<file path="config.mk">
export PLATFORM = sky130hd
export DESIGN_NAME = i2c_target_regs
export DESIGN_NICKNAME = d
export VERILOG_FILES = /design/src/rtl/i2c_target_regs_pkg.sv /design/src/rtl/i2c_bus_sync.sv /design/src/rtl/i2c_target_regs.sv
export SDC_FILE = /design/constraint.sdc
export NUM_CORES = 1
export LEC_CHECK = 0
export CAP_MARGIN = 5
export CORE_UTILIZATION = 45
export CTS_BUF_LIST = sky130_fd_sc_hd__clkbuf_8
export DETAILED_ROUTE_END_ITERATION = 6
export MAX_ROUTING_LAYER = met4
export PLACE_DENSITY = 0.73
export RECOVER_POWER = 100
export SLEW_MARGIN = 20
export SYNTH_ARGS = -nofsm -noshare
export SYNTH_HDL_FRONTEND = slang
export SYNTH_SLANG_ARGS = --single-unit
</file>
<file path="constraint.sdc">
create_clock -name clk -period 1.9 [get_ports clk]
set_input_delay 0.38 -clock clk [delete_from_list [all_inputs] [get_ports clk]]
set_output_delay 0.38 -clock clk [all_outputs]
set_load 0.01 [all_outputs]
</file>
<file path="src/rtl/i2c_target_regs_pkg.sv">
// Shared I2C definitions: FSM state encoding and byte/synchronizer sizing.
package i2c_pkg;

    localparam int I2C_BYTE_W  = 8;
    localparam int SYNC_STAGES = 2;

    typedef enum logic [3:0] {
        IDLE,
        ADDR,
        ADDR_ACK,
        PTR,
        PTR_ACK,
        WDATA,
        WDATA_ACK,
        RDATA,
        RDATA_ACK,
        IGNORE
    } i2c_state_e;

endpackage

</file>
<file path="src/rtl/i2c_bus_sync.sv">
// SCL/SDA pin synchronizers with idle-high reset, plus SCL edge and START/STOP detection.
module i2c_bus_sync
    import i2c_pkg::*;
(
    input  logic clk,
    input  logic rst,
    input  logic scl_i,
    input  logic sda_i,
    output logic sda,
    output logic scl_rise,
    output logic scl_fall,
    output logic start_det,
    output logic stop_det
);

    logic [SYNC_STAGES-1:0] scl_sync;
    logic [SYNC_STAGES-1:0] sda_sync;
    logic                   scl_d;
    logic                   sda_d;
    logic                   scl_s;

    always_ff @(posedge clk) begin
        if (rst) begin
            scl_sync <= '1;
            sda_sync <= '1;
            scl_d    <= 1'b1;
            sda_d    <= 1'b1;
        end else begin
            scl_sync <= {scl_sync[SYNC_STAGES-2:0], scl_i};
            sda_sync <= {sda_sync[SYNC_STAGES-2:0], sda_i};
            scl_d    <= scl_sync[SYNC_STAGES-1];
            sda_d    <= sda_sync[SYNC_STAGES-1];
        end
    end

    assign scl_s     = scl_sync[SYNC_STAGES-1];
    assign sda       = sda_sync[SYNC_STAGES-1];
    assign scl_rise  = scl_s & ~scl_d;
    assign scl_fall  = ~scl_s & scl_d;
    // SDA edges only count as START/STOP while SCL stayed high across both samples
    assign start_det = scl_s & scl_d & sda_d & ~sda;
    assign stop_det  = scl_s & scl_d & ~sda_d & sda;

endmodule

</file>
<file path="src/rtl/i2c_target_regs.sv">
// I2C target that bridges write/read transfers onto a local register-bus master port.
//
// state     | meaning
// IDLE      | waiting for START
// ADDR      | shifting in 7-bit address + R/W
// ADDR_ACK  | acknowledging our address; first read strobe when R/W=1
// PTR       | shifting in register pointer
// PTR_ACK   | acknowledging pointer
// WDATA     | shifting in write data, strobing reg_wr_en on the 8th bit
// WDATA_ACK | acknowledging write data
// RDATA     | driving read data MSB first
// RDATA_ACK | sampling master ACK/NACK
// IGNORE    | not addressed or read ended; waiting for START/STOP
module i2c_target_regs
    import i2c_pkg::*;
#(
    parameter logic [6:0] TARGET_ADDR = 7'h3C,
    parameter int          REG_AW     = 8
) (
    input  logic                  clk,
    input  logic                  rst,
    input  logic                  scl_i,
    input  logic                  sda_i,
    output logic                  sda_oe,
    output logic                  reg_wr_en,
    output logic                  reg_rd_en,
    output logic [REG_AW-1:0]     reg_addr,
    output logic [I2C_BYTE_W-1:0] reg_wdata,
    input  logic [I2C_BYTE_W-1:0] reg_rdata,
    output logic                  busy
);

    localparam logic [REG_AW-1:0] ADDR_ONE = REG_AW'(1);

    logic sda, scl_rise, scl_fall, start_det, stop_det;

    i2c_bus_sync u_sync (
        .clk       (clk),
        .rst       (rst),
        .scl_i     (scl_i),
        .sda_i     (sda_i),
        .sda       (sda),
        .scl_rise  (scl_rise),
        .scl_fall  (scl_fall),
        .start_det (start_det),
        .stop_det  (stop_det)
    );

    i2c_state_e              state, state_nxt;
    logic [2:0]              bit_cnt, bit_cnt_nxt;
    logic [I2C_BYTE_W-2:0]   rx_sr, rx_nxt;
    logic [I2C_BYTE_W-1:0]   rx_byte;
    logic [I2C_BYTE_W-1:0]   tx_sr, tx_nxt;
    logic                    rw, rw_nxt;
    logic                    rd_dly;
    logic                    sda_oe_nxt, busy_nxt, wr_en_nxt, rd_en_nxt;
    logic [REG_AW-1:0]       addr_nxt;
    logic [I2C_BYTE_W-1:0]   wdata_nxt;
    logic                    addr_match;

    assign rx_byte    = {rx_sr, sda};
    assign addr_match = (rx_byte[7:1] == TARGET_ADDR) && (rx_byte[7:1] != 7'h00);

    always_ff @(posedge clk) begin
        if (rst) begin
            state     <= IDLE;
            bit_cnt   <= '0;
            rx_sr     <= '0;
            tx_sr     <= '0;
            rw        <= 1'b0;
            rd_dly    <= 1'b0;
            sda_oe    <= 1'b0;
            busy      <= 1'b0;
            reg_wr_en <= 1'b0;
            reg_rd_en <= 1'b0;
            reg_addr  <= '0;
            reg_wdata <= '0;
        end else begin
            state     <= state_nxt;
            bit_cnt   <= bit_cnt_nxt;
            rx_sr     <= rx_nxt;
            tx_sr     <= tx_nxt;
            rw        <= rw_nxt;
            rd_dly    <= reg_rd_en;
            sda_oe    <= sda_oe_nxt;
            busy      <= busy_nxt;
            reg_wr_en <= wr_en_nxt;
            reg_rd_en <= rd_en_nxt;
            reg_addr  <= addr_nxt;
            reg_wdata <= wdata_nxt;
        end
    end

    always_comb begin
        state_nxt   = state;
        bit_cnt_nxt = bit_cnt;
        rx_nxt      = rx_sr;
        // read data arrives one clk after the strobe, well before the next SCL fall
        tx_nxt      = rd_dly ? reg_rdata : tx_sr;
        rw_nxt      = rw;
        sda_oe_nxt  = sda_oe;
        busy_nxt    = busy;
        addr_nxt    = reg_wr_en ? reg_addr + ADDR_ONE : reg_addr;
        wdata_nxt   = reg_wdata;
        wr_en_nxt   = 1'b0;
        rd_en_nxt   = 1'b0;

        if (start_det) begin
            state_nxt   = ADDR;
            bit_cnt_nxt = '0;
            sda_oe_nxt  = 1'b0;
        end else if (stop_det) begin
            state_nxt   = IDLE;
            bit_cnt_nxt = '0;
            sda_oe_nxt  = 1'b0;
            busy_nxt    = 1'b0;
        end else begin
            case (state)
                ADDR, PTR, WDATA: begin
                    if (scl_rise) begin
                        rx_nxt      = rx_byte[I2C_BYTE_W-2:0];
                        bit_cnt_nxt = bit_cnt + 3'd1;
                        if (bit_cnt == 3'd7) begin
                            bit_cnt_nxt = '0;
                            if (state == ADDR) begin
                                rw_nxt = rx_byte[0];
                                if (addr_match) begin
                                    state_nxt = ADDR_ACK;
                                    busy_nxt  = 1'b1;
                                end else begin
                                    state_nxt = IGNORE;
                                    busy_nxt  = 1'b0;
                                end
                            end else if (state == PTR) begin
                                addr_nxt  = REG_AW'(rx_byte);
                                state_nxt = PTR_ACK;
                            end else begin
                                wr_en_nxt = 1'b1;
                                wdata_nxt = rx_byte;
                                state_nxt = WDATA_ACK;
                            end
                        end
                    end
                end
                ADDR_ACK, PTR_ACK, WDATA_ACK: begin
                    if (scl_fall && bit_cnt == 3'd0) begin
                        sda_oe_nxt  = 1'b1;
                        bit_cnt_nxt = 3'd1;
                    end else if (scl_rise && bit_cnt == 3'd1) begin
                        bit_cnt_nxt = 3'd2;
                        rd_en_nxt   = (state == ADDR_ACK) && rw;
                    end else if (scl_fall && bit_cnt == 3'd2) begin
                        bit_cnt_nxt = '0;
                        if (state == ADDR_ACK && rw) begin
                            sda_oe_nxt = ~tx_sr[I2C_BYTE_W-1];
                            tx_nxt     = {tx_sr[I2C_BYTE_W-2:0], 1'b0};
                            state_nxt  = RDATA;
                        end else begin
                            sda_oe_nxt = 1'b0;
                            state_nxt  = (state == ADDR_ACK) ? PTR : WDATA;
                        end
                    end
                end
                RDATA: begin
                    if (scl_rise) begin
                        bit_cnt_nxt = bit_cnt + 3'd1;
                        if (bit_cnt == 3'd7) begin
                            bit_cnt_nxt = '0;
                            state_nxt   = RDATA_ACK;
                        end
                    end else if (scl_fall) begin
                        sda_oe_nxt = ~tx_sr[I2C_BYTE_W-1];
                        tx_nxt     = {tx_sr[I2C_BYTE_W-2:0], 1'b0};
                    end
                end
                RDATA_ACK: begin
                    if (scl_fall && bit_cnt == 3'd0) begin
                        sda_oe_nxt  = 1'b0;
                        bit_cnt_nxt = 3'd1;
                    end else if (scl_rise && bit_cnt == 3'd1) begin
                        // pointer advances on NACK too, so the next read resumes after the last byte sent
                        addr_nxt = reg_addr + ADDR_ONE;
                        if (!sda) begin
                            rd_en_nxt   = 1'b1;
                            bit_cnt_nxt = 3'd2;
                        end else begin
                            bit_cnt_nxt = '0;
                            state_nxt   = IGNORE;
                        end
                    end else if (scl_fall && bit_cnt == 3'd2) begin
                        sda_oe_nxt  = ~tx_sr[I2C_BYTE_W-1];
                        tx_nxt      = {tx_sr[I2C_BYTE_W-2:0], 1'b0};
                        bit_cnt_nxt = '0;
                        state_nxt   = RDATA;
                    end
                end
                default: ;
            endcase
        end
    end

endmodule
</file>
# Word-level counts from Yosys, hierarchy flattened
# Index checks and enable logic that the tools add are counted.
[totals]
elab_cells = 179
out_inout_bits = 20
register_bits = 50
[op_classes]
bitwise_logic = 19
n_mux = 74
addsub = 2
n_reduce_logical = 28
n_eq_ne = 39
[ops]
columns = ["cell", "n"]
rows = [
  ["8-bit two-way mux", 21],
  ["4-bit two-way mux", 13],
  ["4-bit inequality test (second input constant)", 8],
  ["3-bit two-way mux", 9],
  ["8-bit one-hot mux with 3 select lines", 1],
  ["1-bit two-way mux", 23],
  ["11-bit AND reduction", 2],
  ["2-bit inequality test (second input constant)", 10],
  ["4-bit by 3-bit == test with 1-bit output (second input constant)", 4],
  ["4-bit one-hot mux with 4 select lines", 1],
  ["8-bit one-hot mux with 2 select lines", 1],
  ["3-bit inequality test (second input constant)", 5],
  ["7-bit AND reduction", 2],
  ["1-bit inverter", 12],
  ["3-bit one-hot mux with 3 select lines", 1],
  ["3-bit OR reduction", 3],
  ["8-bit by 1-bit adder with 8-bit output (second input constant)", 1],
  ["4-bit by 2-bit == test with 1-bit output (second input constant)", 2],
  ["2-bit nonzero test", 4],
  ["1-bit bitwise AND", 7],
  ["7-bit by 6-bit == test with 1-bit output (second input constant)", 1],
  ["7-bit nonzero test", 1],
  ["7-bit OR reduction", 1],
  ["6-bit AND reduction", 1],
  ["other kinds (22)", 28],
]

# Depth between registers and ports, before layout
# Gate-level depths: netlist (run 1).
[depth]
word_depth = 9
depth_mapped = 7
ltp_nobuf = 7

# Hierarchy
# From an unflattened synthesis (run 1), not the netlist that was laid out.
[unflattened]
hier_cells = 329
hier_area_um2 = 2824.0
[modules_own_cells]
columns = ["module", "instances", "area_each_um2", "cells_per_inst"]
rows = [
  ["i2c_target_regs", 1, 2633.8, 313],
  ["i2c_bus_sync", 1, 190.2, 16],
]

# Least setup slack after synthesis (run 1)
# OpenSTA, ideal clock, no wires.
[synth_timing]
path_kind = "register -> register"
startpoint = "register state[0]"
endpoint = "register reg_addr[0]"
path_stages_with_launch = 6
required_ps = 1826
arrival_ps = 1553
setup_slack_ps = 273
path_buffers = 0
path_cell_list = "dfxtp_1 -> or4b_4 -> nor2_8 -> nor2_2 -> or3_1 -> a31oi_1"
[synth_between]
elab_chain_len = 8
[synth_lines]
columns = ["item", "line", "source"]
rows = [
  ["from (decl)", "i2c_target_regs.sv:49", "i2c_state_e state, state_nxt;"],
  ["from (signal assigned)", "i2c_target_regs.sv:79", "state <= state_nxt;"],
  ["4-bit by 2-bit == test with 1-bit output", "i2c_target_regs.sv:118, i2c_target_regs.sv:134", ""],
  ["8-bit two-way mux", "i2c_target_regs.sv:134", "end else if (state == PTR) begin"],
  ["8-bit two-way mux", "i2c_target_regs.sv:125", "if (state == ADDR) begin"],
  ["8-bit two-way mux", "i2c_target_regs.sv:123", "if (bit_cnt == 3'd7) begin"],
  ["8-bit two-way mux", "i2c_target_regs.sv:120", "if (scl_rise) begin"],
  ["8-bit one-hot mux with 2 select lines *", "i2c_target_regs.sv:118", "case (state)"],
  ["8-bit two-way mux *", "i2c_target_regs.sv:112", "end else if (stop_det) begin"],
  ["8-bit two-way mux *", "i2c_target_regs.sv:108", "if (start_det) begin"],
  ["to (signal assigned)", "i2c_target_regs.sv:89", "reg_addr <= addr_nxt;"],
  ["to (decl)", "i2c_target_regs.sv:27", "output logic [REG_AW-1:0] reg_addr,"],
]
# Mark *: on every way between the ends. The rest lies on a longest branch, timed or not.
# A chain may end at the register's enable or synchronous reset.

# Final worst setup path (run 1)
[layout_timing]
startpoint = "register reg_addr[1]"
endpoint = "output port reg_addr[1]"
# No word-level cell between the ends.

==> results of run 1 <==
## through the flow
stage | instances | hold WS, ns
after CTS | 408 | 0.422
after global placement | 400 | 0.394
final | 408 | 0.417
after global routing | 408 | 0.437
after floorplan | 297 | 0.389
after detailed placement | 400 | 0.398
## path summary, 6_finish.rpt
path | start | endpoint | slack [ns] | cells past startpoint
worst min register to register | u_sync.sda_sync[0] | u_sync.sda_sync[1] | 0.42 | 1
worst max register to register | state[0] | reg_addr[6] | 0.12 | 6
worst min-delay path | u_sync.sda_sync[0] | u_sync.sda_sync[1] | 0.42 | 1
worst max-delay path | reg_addr[1] | reg_addr[1] | 0.11 | 1
## cell type report
| type | instances | area, um2 |
|---|---|---|
| Inverter | 4 | 15.0 |
| Sequential cell | 50 | 1000 |
| Fill cell | 522 | 2350 |
| Clock buffer | 5 | 68.8 |
| Clock inverter | 3 | 48.8 |
| Multi-Input combinational cell | 225 | 1520 |
| Tap cell | 72 | 90.1 |
| Timing Repair Buffer | 49 | 439 |
## registers in the layout, indices dropped and copies added, names as in the netlist
signal / count
bit_cnt: 3
busy: 1
rd_dly: 1
reg_addr: 8
reg_rd_en: 1
reg_wdata: 8
reg_wr_en: 1
rw: 1
rx_sr: 7
sda_oe: 1
state: 4
tx_sr: 8
u_sync.scl_d: 1
u_sync.scl_sync: 2
u_sync.sda_d: 1
u_sync.sda_sync: 2
## cell usage in the layout, fill, tap and decap left out, types with 4 or more instances in the layout
cell             count
xor2_1               7
inv_1                4
nand2b_1             6
a311oi_1             7
clkbuf_8             5
mux2i_1             21
dfxtp_1             48
ha_1                 6
nand4_1              4
o2111ai_1            4
nand2_1             22
nor2_1              30
or2_2                8
buf_4               16
nor2b_1              4
dlygate4sd3_1       19
o22ai_1              4
a22oi_1              6
clkdlybuf4s50_1     12
o21ai_0              6
xnor2_1              6
a21oi_1             25
nand3_1             14
## kinds of logic (layout without fill, tap and decap cells)
kind of cell | Yosys count | in the layout
DFF | 50 | 50
muxes | 23 | 23
adders and majority gates | 6 | 6
and+or+nand+nor | 113 | 113
xor gates and xnor gates | 13 | 13
buffers and inverters | 22 | 61
AOI/OAI and AO/OA | 70 | 70
## power breakdown
group / total [W] / leakage (nW) / internal (W) / switching (W)
registers: 0.00106 / 0.405 / 0.00105 / 0.00000372
clock network: 0.000788 / 0.0563 / 0.000402 / 0.000386
logic: 0.0000839 / 0.800 / 0.0000398 / 0.0000441
## repair_timing
| action | 4_1_cts | 5_1_grt |
|---|---|---|
| endpoints found under the hold margin | 0 | 0 |
| resized for setup | 0 | 2 |
| endpoints found under the setup margin | 0 | 9 |
## metal layers
metal  up-vias  track usage [%]  wire length [um]
li1       1151                -                 -
met1      1049             26.1              2950
met2        64             33.0              2680
met3         8             3.84               231
met4         0             7.59                68
met5         -                -                 0
==> results.md, run 1 <==
- Outcome: completed
- Critical Path Source Type: register
- Cell area after synthesis: around 0.0026 mm2
- Cell Area, Placed: between 0.003 and 0.004 mm2
- Top post-synthesis cells by area: dfxtp_1 (38%), mux2i_1 (8.0%), a21oi_1 (4.8%)
- First-pass GRT wire length: 9.86 mm
- Chip width: 78.2 um
- Largest net degree at the start of global routing: 26
- Clk pin slew, worst setup/hold paths: 0.11 ns
- Setup violators final: 0
- Crit path time final: 1.79 ns
- Crit end category: output port
- Setup bufs post-CTS: 0
- CP max stage delay: 0.64 ns
- Post-Synth Adder-Cell Area: 2.87%
- Post-synth ARST share: 0%
- Setup TNS Final: 0 ns
- Final period util: 94.1%
- Synth Area in Compound Gates: between 10% and 20%
- Core Area: 0.00554 mm2
- P_leak: 1.26 nW
- PD cells: around 600 mW/mm2
- CP Data Required Time: 1.52 ns
- Slew HR: between 60% and 70%
- Slowest CP cell: dlygate4sd3_1
- CTS tree: yes
- Die height: 78.2 um
- Starting Density: 47.2%
- Final Util: 57.5%
- Syn nets: 315
- Main synth FF type: dfxtp_1
- Initial antenna violation count: 0
- Hold Vio Cnt, Final: 0
- Drc violations: 0
- Routed vias/inst: 5.57
- Commonest cells in the netlist: dfxtp_1 (50), nor2_1 (30), a21oi_1 (25)
- Design Area, Final: 0.00319 mm2
- Max-cap violations: 0
- Row count: 27
- Count of unique library cells instantiated by Yosys: 51
- Critical path fanouts, max: 6
- Synth Area in XOR/XNOR: 4.35%
- Post-synth top area share: 38.3%
- Max Clk Rate: 0.559 GHz
- Layout Nets: 353
- Buf+Inv Stages, Crit Path: 1
- Syn_area_per_cell: approximately 8.8 um2
- Worst setup margin: 0.111 ns
- Crit path arrival time: 1.41 ns
- #FFs+latches synth: 50
- Gpl congestion: 0.901
- Top delay family on crit path: buffers and inverters
- Post-Syn Instances: 297
- Peak supply drop: 0.000468 V
- Max Slew Vio Count: 0
- Die ar.: 0.00612 mm2
- Post-synthesis simple-gate area fraction: approximately 24%
- DP Worst Slack: ~0.042 ns
- Share of cells above drive strength 1: 12.5%
- Diodes inserted: 0
- CTS Buffer Depth: 2
- Routed Antenna Nets: 0
- Port bufs: 31
- TritonCTS Sinks: 50
- Area Growth Syn to Fin: 21.9%
- Vias in the first global route: 2160
- Num CTS Buffers: 5
- Number of synthesized flops with an enable pin: 0
- H-tree Lvls: 2
- Total track usage: roughly a fifth
- Via count: around 2.3k
- WL/cell: between 10 and 15 um
- Pwr Total: 0.00193 W
- Drt total wl: 5.93 mm
- Hpwl dp: 4.25 mm
- Ports: 32
- Final global-route overflow total: 0
- RSZ-0062 raised after global routing: no
- DR pass1 iterations: 4
- Synth Warn #: 0
- Root Buffer: clkbuf_8
- Setup Skew: 0.0137 ns
- Worst-Skew Late Latency: 0.31 ns
- Measured slew at the worst slew-check pin: 0.496 ns
- Initial DRC Count: between 100 and 150
- Hold Crit Class: register to register
- Largest family of logic cells by synthesized area: simple AND/OR/NAND/NOR gates
- Seq/Total Area, Yosys: 38.3%
- Critical-path cell list: dlygate4sd3_1
- WS Path Type: register to output port
- Cell taking the most area after synthesis: dfxtp_1
- CTS Hold Bufs: 0
- Top-count cell post-synth: dfxtp_1
- Multiplexer share of the synthesized area: under 10%
No activity file was read; power rests on OpenSTA's default activity.
==> run 2: changes to the inputs <==
--- a/config.mk
+++ b/config.mk
@@ -8,6 +8,7 @@
 export CAP_MARGIN = 5
 export CORE_UTILIZATION = 45
 export CTS_BUF_LIST = sky130_fd_sc_hd__clkbuf_8
+export CTS_CLUSTER_DIAMETER = 120
 export DETAILED_ROUTE_END_ITERATION = 6
 export MAX_ROUTING_LAYER = met4
 export PLACE_DENSITY = 0.73
==> results of run 2 <==
Final layout, timing and power as in run 1 (identical DEF).
==> run 3: changes to the inputs <==
--- a/config.mk
+++ b/config.mk
@@ -12,7 +12,7 @@
 export DETAILED_ROUTE_END_ITERATION = 6
 export MAX_ROUTING_LAYER = met4
 export PLACE_DENSITY = 0.73
-export RECOVER_POWER = 100
+export RECOVER_POWER = 50
 export SLEW_MARGIN = 20
 export SYNTH_ARGS = -nofsm -noshare
 export SYNTH_HDL_FRONTEND = slang
==> results.md, run 3 (synthesis gave the netlist of run 1 again) <==
- Outcome: completed
- Largest regs: reg_addr x8, reg_wdata x8, tx_sr x8
- Gpl congestion: 0.901 (unchanged)
- Peak supply drop: 0.000468 V (about the same)
- Port bufs: 31 (unchanged)
- Crit path launch: state[0]
- Hpwl dp: 4.25 mm (unchanged)
- Chip width: 78.2 um (unchanged)
- Share of cells above drive strength 1: 12.5% (unchanged)
- Core Area: 0.00554 mm2 (unchanged)
- Hold_sp: u_sync.sda_sync[0]
- Slowest CP cell: dfxtp_1
- Final Util: 57.5% (unchanged)
- Initial DRC Count: 148 (-0.67%)
- Commonest non-fill, non-tap cells in the layout: dfxtp_1 (48), nor2_1 (30), a21oi_1 (25)
- Most common cell after layout, fill and taps aside: dfxtp_1
- R2r endpoint: reg_addr[6]
- Setup bufs post-CTS: 0 (unchanged)
- Buf+Inv Stages, Crit Path: 1 (unchanged)
- Crit path arrival time: 1.98 ns (+0.57 ns)
- DR pass1 iterations: 4 (unchanged)
- Critical-path cell list: buf_4, nor4b_4, a31oi_1, a211oi_1, or2_1, o22ai_1
- Worst-Skew Late Latency: 0.31 ns (about the same)
- Hold Crit Class: register to register
- Vias in the first global route: 2160 (unchanged)
- Critical path fanouts, max: 10 (+4)
- Clk pin slew, worst setup/hold paths: 0.10 ns (about the same)
- Root Buffer: clkbuf_8
- P_leak: 1.25 nW (-1.1%)
- TritonCTS Sinks: 50 (unchanged)
- Design Area, Final: 0.00319 mm2 (unchanged)
- Slew HR: 67.5% (+0.72 points)
- CTS tree: yes
- R2R cell count: 6 (unchanged)
- Die height: 78.2 um (unchanged)
- First-pass GRT wire length: 9.86 mm (unchanged)
- Diodes inserted: 0 (unchanged)
- Measured slew at the worst slew-check pin: 0.486 ns (-0.0107 ns)
- Row count: 27 (unchanged)
- Final period util: 94.0% (-0.15 points)
- CP Data Required Time: 2.09 ns (+0.57 ns)
- Max-cap violations: 0 (unchanged)
- Pwr Total: 0.00193 W (about the same)
- Top delay family on crit path: simple AND/OR/NAND/NOR gates
- Die ar.: 0.00612 mm2 (unchanged)
- Placed Cells: 400 (unchanged)
- Crit path time final: 1.79 ns (-0.00279 ns)
- Max Slew Vio Count: 0 (unchanged)
- Routed Antenna Nets: 0 (unchanged)
- Routed vias/inst: 5.57 (about the same)
- Cell Area, Placed: 0.00307 mm2 (unchanged)
- Largest net degree at the start of global routing: 26 (unchanged)
- Via count: 2271 (-0.044%)
- WL/cell: 14.5 um (-0.13%)
- Fillers: 522 (unchanged)
- H-tree Lvls: 2 (unchanged)
- Setup TNS Final: 0 ns (unchanged)
- Setup violators final: 0 (unchanged)
- Num CTS Buffers: 5 (unchanged)
- Critical Path Source Type: register
- Worst r2r src: state[0]
- CP max stage delay: 0.35 ns (-0.29 ns)
- RSZ-0062 raised after global routing: no
- Flop-to-flop setup slack: 0.11 ns (about the same)
- Hold Vio Cnt, Final: 0 (unchanged)
- Total track usage: 20.7% (unchanged)
- Crit end category: register
- Starting Density: 47.2% (unchanged)
- Setup Skew: 0.0123 ns (-0.00137 ns)
- Hold path depth: 1 (unchanged)
- Max Clk Rate: 0.560 GHz (+0.16%)
- Area Growth Syn to Fin: 21.9% (unchanged)
- CTS Buffer Depth: 2 (unchanged)
- Final non-filler cell total: 408 (unchanged)
- Drc violations: 0 (unchanged)
- Final global-route overflow total: 0 (unchanged)
- Layout Nets: 353 (unchanged)
- Ports: 32 (unchanged)
- PD cells: 605 mW/mm2 (about the same)
- Hold endpoint: u_sync.sda_sync[1]
- Drt total wl: 5.92 mm (-0.13%)
- WS Path Type: register to register
- Initial antenna violation count: 0 (unchanged)
==> run 3: cell count changes in the layout (fill, tap and decap cells not counted), sizes merged <==
| cell | change |
|---|---|
| clkdlybuf4s50 | +4 |
| dlygate4sd3 | -4 |
==> run 3: report_power, final <==
group | internal (W) | switching, W | total (W)
Clock | 0.000402 | 0.000386 | 0.000787
Sequential | 0.00105 | 0.00000369 | 0.00106
Combinational | 0.0000398 | 0.0000440 | 0.0000838
Total | 0.00149 | 0.000433 | 0.00193
==> run 3: area by class of cell <==
| cell class | count | area (um2) | area share [%] |
|---|---|---|---|
| Clock buffer | 5 | 68.8 | 2.16 |
| Inverter | 4 | 15.0 | 0.471 |
| Clock inverter | 3 | 48.8 | 1.53 |
| Tap cell | 72 | 90.1 | 2.83 |
| Timing Repair Buffer | 49 | 439 | 13.8 |
| Sequential cell | 50 | 1000 | 31.5 |
| Multi-Input combinational cell | 225 | 1520 | 47.8 |
==> run 3: timing repair <==
item	4_1_cts	5_1_grt
endpoints found under the hold margin	0	0
hold buffers	0	0
endpoints found under the setup margin	0	9
resized for setup	0	2
==> run 3: worst max-delay path by stage <==
stage,end,depth (start not counted)
after floorplan,reg_addr[0],5
after global placement,reg_addr[0],5
after detailed placement,state[0],5
after CTS,state[0],5
after global routing,reg_addr[6],6
final,reg_addr[6],6
==> run 3: metal layers <==
metal  vias up  track usage [%]  part of all wire [%]  wire [um]
li1       1152                -                     -          -
met1      1051             26.1                    50       2950
met2        60             33.0                    45       2680
met3         8             3.84                   3.8        223
met4         0             7.59                   1.1         68
met5         -                -                     0          0
==> run 3: through the flow <==
step	hold slack [ns]	setup WS, ns
6_report	0.417	0.114
5_1_grt	0.437	0.00599
4_1_cts	0.422	0.0238
3_5_place_dp	0.398	0.0419
3_3_place_gp	0.394	0.102
2_1_floorplan	0.389	0.273
